==> config.mk <==
export PLATFORM = sky130hd
export DESIGN_NAME = regfile_wb_arbiter_flat
export DESIGN_NICKNAME = d
export VERILOG_FILES = /design/src/rtl/regfile_wb_arbiter_pkg.sv /design/src/rtl/regfile_wb_arbiter_if.sv /design/src/rtl/regfile_wb_arbiter_rr_arbiter_2.sv /design/src/rtl/regfile_wb_arbiter.sv /design/src/flat_wrapper.sv
export SDC_FILE = /design/constraint.sdc
export NUM_CORES = 1
export LEC_CHECK = 0
export CORE_MARGIN = 2
export CORE_UTILIZATION = 43
export DETAILED_ROUTE_END_ITERATION = 7
export PLACE_DENSITY = 0.79
export SLEW_MARGIN = 0
export SYNTH_ARGS = -nofsm -noshare
export SYNTH_HDL_FRONTEND = slang
export SYNTH_SLANG_ARGS = --single-unit
==> constraint.sdc <==
create_clock -name clk -period 2.2 [get_ports clk]
set_clock_uncertainty 0.1 [all_clocks]
set_input_delay 0.44 -clock clk [delete_from_list [all_inputs] [get_ports clk]]
set_output_delay 0.44 -clock clk [all_outputs]
set_load 0.05 [all_outputs]
==> src/rtl/regfile_wb_arbiter_pkg.sv <==
// Shared constants and enums for the register-file write-back path.
//   REG_W      : register data width
//   REG_COUNT  : number of architectural registers (power of two, >= 4)
//   REG_IDX_W  : register index width
//   wb_state_e : write-back controller state (clearing sweep, then run)
//   src_e      : write producer identity (A = ALU result, B = load result)
package brisc_pkg;

  localparam int REG_W     = 32;
  localparam int REG_COUNT = 32;
  localparam int REG_IDX_W = $clog2(REG_COUNT);

  typedef enum logic {
    INIT = 1'b0,
    RUN  = 1'b1
  } wb_state_e;

  typedef enum logic {
    SRC_A = 1'b0,
    SRC_B = 1'b1
  } src_e;

endpackage

==> src/rtl/regfile_wb_arbiter_if.sv <==
// Bundle of the two producer handshakes plus the register-file write port.
//   a_valid/a_ready/a_reg/a_data : producer A (ALU) write request
//   b_valid/b_ready/b_reg/b_data : producer B (load) write request
//   wr_en/wr_reg/wr_data         : registered register-file write port
//   init_done                    : clearing sweep finished
// Modports:
//   slave  : the write-back controller (consumes requests, drives write port)
//   master : the surrounding pipeline / register file side
interface regfile_wb_arbiter_if;
  import brisc_pkg::*;

  logic                 a_valid;
  logic                 a_ready;
  logic [REG_IDX_W-1:0] a_reg;
  logic [REG_W-1:0]     a_data;

  logic                 b_valid;
  logic                 b_ready;
  logic [REG_IDX_W-1:0] b_reg;
  logic [REG_W-1:0]     b_data;

  logic                 wr_en;
  logic [REG_IDX_W-1:0] wr_reg;
  logic [REG_W-1:0]     wr_data;
  logic                 init_done;

  modport slave (
    input  a_valid, a_reg, a_data,
    input  b_valid, b_reg, b_data,
    output a_ready, b_ready,
    output wr_en, wr_reg, wr_data, init_done
  );

  modport master (
    output a_valid, a_reg, a_data,
    output b_valid, b_reg, b_data,
    input  a_ready, b_ready,
    input  wr_en, wr_reg, wr_data, init_done
  );

endinterface

==> src/rtl/regfile_wb_arbiter_rr_arbiter_2.sv <==
// Two-requester round-robin arbiter.
//   clk, reset : clock and synchronous active-high reset
//   en         : arbitration allowed this cycle (no grant when low)
//   valid[1:0] : requests, bit 0 = A, bit 1 = B
//   grant[1:0] : one-hot grant, purely combinational from valid/en/last grant
// The last-grant flop resets to B so that A wins the first tie.
module rr_arbiter_2
  import brisc_pkg::*;
(
  input  logic       clk,
  input  logic       reset,
  input  logic       en,
  input  logic [1:0] valid,
  output logic [1:0] grant
);

  src_e last_grant_q;
  src_e last_grant_d;

  always_comb begin
    grant = 2'b00;
    if (en) begin
      case (valid)
        2'b01:   grant = 2'b01;
        2'b10:   grant = 2'b10;
        // Tie: whichever source did not win last time.
        2'b11:   grant = (last_grant_q == SRC_B) ? 2'b01 : 2'b10;
        default: grant = 2'b00;
      endcase
    end
  end

  // A grant is an acceptance because grant is only raised on a valid request.
  always_comb begin
    last_grant_d = last_grant_q;
    if (grant[0]) begin
      last_grant_d = SRC_A;
    end else if (grant[1]) begin
      last_grant_d = SRC_B;
    end
  end

  always_ff @(posedge clk) begin
    if (reset) begin
      last_grant_q <= SRC_B;
    end else begin
      last_grant_q <= last_grant_d;
    end
  end

endmodule

==> src/rtl/regfile_wb_arbiter.sv <==
// Write-back controller owning the register file's single write port.
// After every reset it sweeps zeros into registers 1..REG_COUNT-1, then
// shares the port round-robin between producer A (ALU) and producer B (load).
//   clk   : single clock, rising edge
//   reset : synchronous, active-high
//   bus   : regfile_wb_arbiter_if.slave (producer handshakes, write port,
//           init_done)
// Accept on edge N -> write presented in cycle N+1. Writes to register 0 are
// accepted but never issued.
module regfile_wb_arbiter
  import brisc_pkg::*;
(
  input  logic                  clk,
  input  logic                  reset,
  regfile_wb_arbiter_if.slave   bus
);

  wb_state_e            state_q,     state_d;
  logic [REG_IDX_W-1:0] clr_idx_q,   clr_idx_d;
  logic                 wr_en_q,     wr_en_d;
  logic [REG_IDX_W-1:0] wr_reg_q,    wr_reg_d;
  logic [REG_W-1:0]     wr_data_q,   wr_data_d;
  logic                 init_done_q, init_done_d;

  logic [1:0]           grant;
  logic                 arb_en;
  logic [REG_IDX_W-1:0] sel_reg;
  logic [REG_W-1:0]     sel_data;

  // Readys stay low while reset is asserted so nothing is handed off in a
  // cycle whose result would be thrown away.
  assign arb_en = (state_q == RUN) && !reset;

  rr_arbiter_2 u_arb (
    .clk   (clk),
    .reset (reset),
    .en    (arb_en),
    .valid ({bus.b_valid, bus.a_valid}),
    .grant (grant)
  );

  assign bus.a_ready = grant[0];
  assign bus.b_ready = grant[1];

  assign sel_reg  = grant[1] ? bus.b_reg  : bus.a_reg;
  assign sel_data = grant[1] ? bus.b_data : bus.a_data;

  always_comb begin
    state_d     = state_q;
    clr_idx_d   = clr_idx_q;
    wr_en_d     = 1'b0;
    wr_reg_d    = wr_reg_q;
    wr_data_d   = wr_data_q;
    init_done_d = init_done_q;

    case (state_q)
      INIT: begin
        wr_en_d   = 1'b1;
        wr_reg_d  = clr_idx_q;
        wr_data_d = '0;
        clr_idx_d = clr_idx_q + 1'b1;
        if (clr_idx_q == REG_IDX_W'(REG_COUNT - 1)) begin
          state_d     = RUN;
          init_done_d = 1'b1;
        end
      end
      RUN: begin
        // Register 0 is hardwired: consume the request but issue nothing.
        if ((|grant) && (sel_reg != '0)) begin
          wr_en_d   = 1'b1;
          wr_reg_d  = sel_reg;
          wr_data_d = sel_data;
        end
      end
      default: begin
        state_d = INIT;
      end
    endcase
  end

  always_ff @(posedge clk) begin
    if (reset) begin
      state_q     <= INIT;
      clr_idx_q   <= REG_IDX_W'(1);
      wr_en_q     <= 1'b0;
      wr_reg_q    <= '0;
      wr_data_q   <= '0;
      init_done_q <= 1'b0;
    end else begin
      state_q     <= state_d;
      clr_idx_q   <= clr_idx_d;
      wr_en_q     <= wr_en_d;
      wr_reg_q    <= wr_reg_d;
      wr_data_q   <= wr_data_d;
      init_done_q <= init_done_d;
    end
  end

  assign bus.wr_en     = wr_en_q;
  assign bus.wr_reg    = wr_reg_q;
  assign bus.wr_data   = wr_data_q;
  assign bus.init_done = init_done_q;

endmodule

==> src/flat_wrapper.sv <==
// flat-port wrapper written by rule: the top's interface ports become plain ports
module regfile_wb_arbiter_flat import brisc_pkg::*;
  (clk, reset, bus_a_valid, bus_a_reg, bus_a_data, bus_b_valid, bus_b_reg, bus_b_data, bus_a_ready, bus_b_ready, bus_wr_en, bus_wr_reg, bus_wr_data, bus_init_done);
  regfile_wb_arbiter_if bus_i ();
  input  logic clk;
  input  logic reset;
  input wire logic [$bits(bus_i.a_valid)-1:0] bus_a_valid;
  input wire logic [$bits(bus_i.a_reg)-1:0] bus_a_reg;
  input wire logic [$bits(bus_i.a_data)-1:0] bus_a_data;
  input wire logic [$bits(bus_i.b_valid)-1:0] bus_b_valid;
  input wire logic [$bits(bus_i.b_reg)-1:0] bus_b_reg;
  input wire logic [$bits(bus_i.b_data)-1:0] bus_b_data;
  output wire logic [$bits(bus_i.a_ready)-1:0] bus_a_ready;
  output wire logic [$bits(bus_i.b_ready)-1:0] bus_b_ready;
  output wire logic [$bits(bus_i.wr_en)-1:0] bus_wr_en;
  output wire logic [$bits(bus_i.wr_reg)-1:0] bus_wr_reg;
  output wire logic [$bits(bus_i.wr_data)-1:0] bus_wr_data;
  output wire logic [$bits(bus_i.init_done)-1:0] bus_init_done;
  assign bus_i.a_valid = bus_a_valid;
  assign bus_i.a_reg = bus_a_reg;
  assign bus_i.a_data = bus_a_data;
  assign bus_i.b_valid = bus_b_valid;
  assign bus_i.b_reg = bus_b_reg;
  assign bus_i.b_data = bus_b_data;
  assign bus_a_ready = bus_i.a_ready;
  assign bus_b_ready = bus_i.b_ready;
  assign bus_wr_en = bus_i.wr_en;
  assign bus_wr_reg = bus_i.wr_reg;
  assign bus_wr_data = bus_i.wr_data;
  assign bus_init_done = bus_i.init_done;
  regfile_wb_arbiter u_core (.clk(clk), .reset(reset), .bus(bus_i));
endmodule
==> impl_metrics.py <==
metrics = {
    "layout": {
        "largest_reg_flops": 32,
        "design_area_um2": 4250,
        "num-fill-cells": 509,
        "final-seq-area_um2": 922,
        "syn2layout_area_growth_pct": 54.0,
        "nets": 495,
        "multi_input_area_um2": 1640,
        "diodes": 0,
        "drive_gt1_share_pct": 18.8,
        "postLayoutCoreUtil_pct": 67.6,
    },
    "clock_network": {
        "cts-root-buf": "clkbuf_8",
        "clk_pin_slew_ps": 80,
        "insertion_delay_ps": 290,
        "cts_buffer_depth": 2,
        "cts.sinks": 46,
        "holdBufCountCts": 0,
        "cts_tree": "done",
        "cts_buffers": 5,
        "htreeDepth": 2,
    },
    "synth": {
        "syn_area_per_cell_um2": 9.07,
        "ys_seq_area_share_pct": 33.4,
        "synthTopCellsByArea": "dfxtp_1 (33%), a221o_1 (6.9%), o2111ai_1 (6.0%)",
        "ys.flop_type": "dfxtp_1",
        "syn-num-nets": 384,
        "synth_area_um2": 2760,
        "ys_warn_count": 0,
        "ys_seq_elements": 46,
        "synth.top_cell.area_share_pct": 33.4,
        "synth_area_leader_cell": "dfxtp_1",
        "synth-edff-count": 0,
        "syn_inst": 304,
        "async_reset_ff_share_pct": 0,
        "synth_cell_types": 45,
    },
    "placed_design": {
        "port_buffers": 118,
        "gp_congestion": 0.853,
        "hpwl_um": 6580,
        "dpl_cell_area_um2": 4110,
    },
    "timing": {
        "tightest_slew_ps": 556,
        "fin_crit_sh_pct": 98.9,
        "hold_viol": 0,
        "slew_viol_final": 0,
        "slew_headroom_pct": 62.9,
        "setup_viol": 0,
        "holdWs_ps": 386,
        "clock.fmax_mhz": 460,
        "period_needed_ps": 2170,
    },
    "floorplanning": {
        "die_w_um": 84.1,
        "io_pins": 119,
        "fp-row-count": 29,
        "start_util_pct": 43.9,
        "dieArea_um2": 7070,
        "die_height_um": 84.1,
        "core_area_um2": 6280,
    },
    "detailed_routing": {
        "first_iter_violations": 226,
        "first_pass_iters": 5,
        "wl_per_cell_um": 19.0,
        "drt_wl_total_um": 9340,
        "drc": 0,
        "route.vias.total": 3044,
        "ant_nets": 0,
        "vias_per_cell": 6.19,
    },
    "grt": {
        "overflow": 0,
        "antenna_found_initial": 0,
        "grt_max_degree": 56,
        "grt_use_total_pct": 25.4,
        "grt_first_pass_wirelength_um": 14700,
        "grt_pass1_vias": 2978,
    },
    "power": {
        "vdd_ir_drop_max_v": 0.000411,
        "p_per_area_nw_per_um2": 400,
        "p_leak_nw": 1.39,
        "finalPower_mw": 1.70,
    },
    "flow_run": {
        "timing.max_cap.violations": 0,
    },
    "status": {
        "status": "completed",
    },
    "critical_path": {
        "critPathLaunchType": "primary input",
        "regToRegEndpoint": "u_core.bus.wr_data[19]",
        "critPathKind": "primary input to register",
        "end_kind": "register",
        "crit_arrival_ps": 2250,
        "endpoint": "u_core.bus.wr_reg[3]",
        "required_ps": 2280,
        "crit_path_start": "bus_b_reg[2]",
        "crit_fanout": 4,
        "rr_worst_depth": 7,
        "reg2reg_slack_ps": 320,
        "timing.rr.start": "u_core.state_q",
    },
    "min_path": {
        "hp-class": "register to register",
    },
}
-- synthesized netlist by cell type, types with 5 or more instances --
master / number
nor2_1: 15
clkbuf_1: 14
o211ai_1: 21
a21oi_1: 24
nand3_1: 20
a311oi_2: 11
a211oi_2: 10
buf_4: 5
a221o_1: 19
dfxtp_1: 46
nand2_1: 28
buf_2: 14
o2111ai_1: 19
-- routing by layer --
metal  GRT usage, %  share of wire (%)  vias to the layer above
met5              0                  0                        -
met4           8.94                2.9                        0
met3           4.95                6.7                       24
met2           42.4                 50                      140
met1           32.6                 40                     1465
li1               -                  -                     1415
-- cells by family after synthesis --
logic type | after synthesis | share of synthesized area [%]
compound gates | 125 | 41.0
simple gates | 79 | 13.6
flops | 46 | 33.4
buf+inv | 44 | 8.13
mux | 5 | 1.95
xor+xnor | 3 | 0.953
fa+ha+maj | 2 | 0.908
-- timing repair --
action	CTS	global route
setup buffers	2	0
resized for setup	0	9
pin swaps	0	6
cloned	0	0
setup endpoints to repair	2	6
-- worst min-delay path by stage --
stage	from	end	slack [ps]	cells after the start
finish	u_core.bus.init_done	u_core.bus.init_done	390	2
global route	u_core.bus.init_done	u_core.bus.init_done	420	2
CTS	u_core.bus.wr_data[6]	u_core.bus.wr_data[6]	390	2
detailed placement	u_core.bus.init_done	u_core.bus.init_done	360	2
global placement	u_core.bus.init_done	u_core.bus.init_done	360	2
floorplan	u_core.clr_idx_q[4]	u_core.clr_idx_q[4]	390	2
-- power by group --
group / leakage [nW] / switching, mW / internal [mW] / total, mW
combinational: 0.983 / 0.154 / 0.188 / 0.342
sequential: 0.373 / 0.0136 / 0.845 / 0.859
clock: 0.0373 / 0.280 / 0.218 / 0.498
total: 1.39 / 0.448 / 1.25 / 1.70
-- worst max-delay path: stages --
cell and delay (ps):
clkdlybuf4s50_1 420, or4_4 570, o211ai_4 250, o211ai_1 210, o221a_2 360
-- layout by cell type (no fill, tap or decap), drive strengths merged --
cell type,netlist,routed
mux2,3,3
nor3,2,2
nand2b,4,4
or4,2,2
dlymetal6s2s,0,5
o2111ai,19,19
inv,4,4
and3,1,1
a311oi,14,14
or2,1,1
clkinvlp,0,1
nand2,29,29
buf,26,29
o22ai,1,1
clkbuf,14,6
o21ai,1,1
a211oi,13,13
nand3,20,20
ha,2,2
o221a,3,3
mux2i,2,2
a21bo,1,1
a2bb2oi,1,1
a21oi,25,25
xnor2,1,1
a21boi,1,1
o211ai,24,24
nand4,1,1
a31oi,1,1
nand3b,1,1
o211a,1,1
xor2,2,2
clkdlybuf4s50,0,110
a32oi,1,1
dfxtp,46,46
nor2b,2,2
a221o,19,19
nor2,16,16
-- metrics by stage --
step | setup TNS [ps] | std cells | setup WS [ps]
floorplan | 0 | 304 | 173
global placement | -6470 | 483 | -230
detailed placement | -7840 | 483 | -275
CTS | 0 | 492 | 19.4
global route | -9.19 | 492 | -9.19
finish | 0 | 492 | 25.2
-- area by class of cell --
type	count	area share (%)
multi-input combinational	214	38.6
timing repair buffer	144	35.1
sequential	46	21.7
tap	77	2.27
clock buffer	6	1.71
inverter	4	0.354
clock inverter	1	0.177
(Power assumes the default switching activity.)
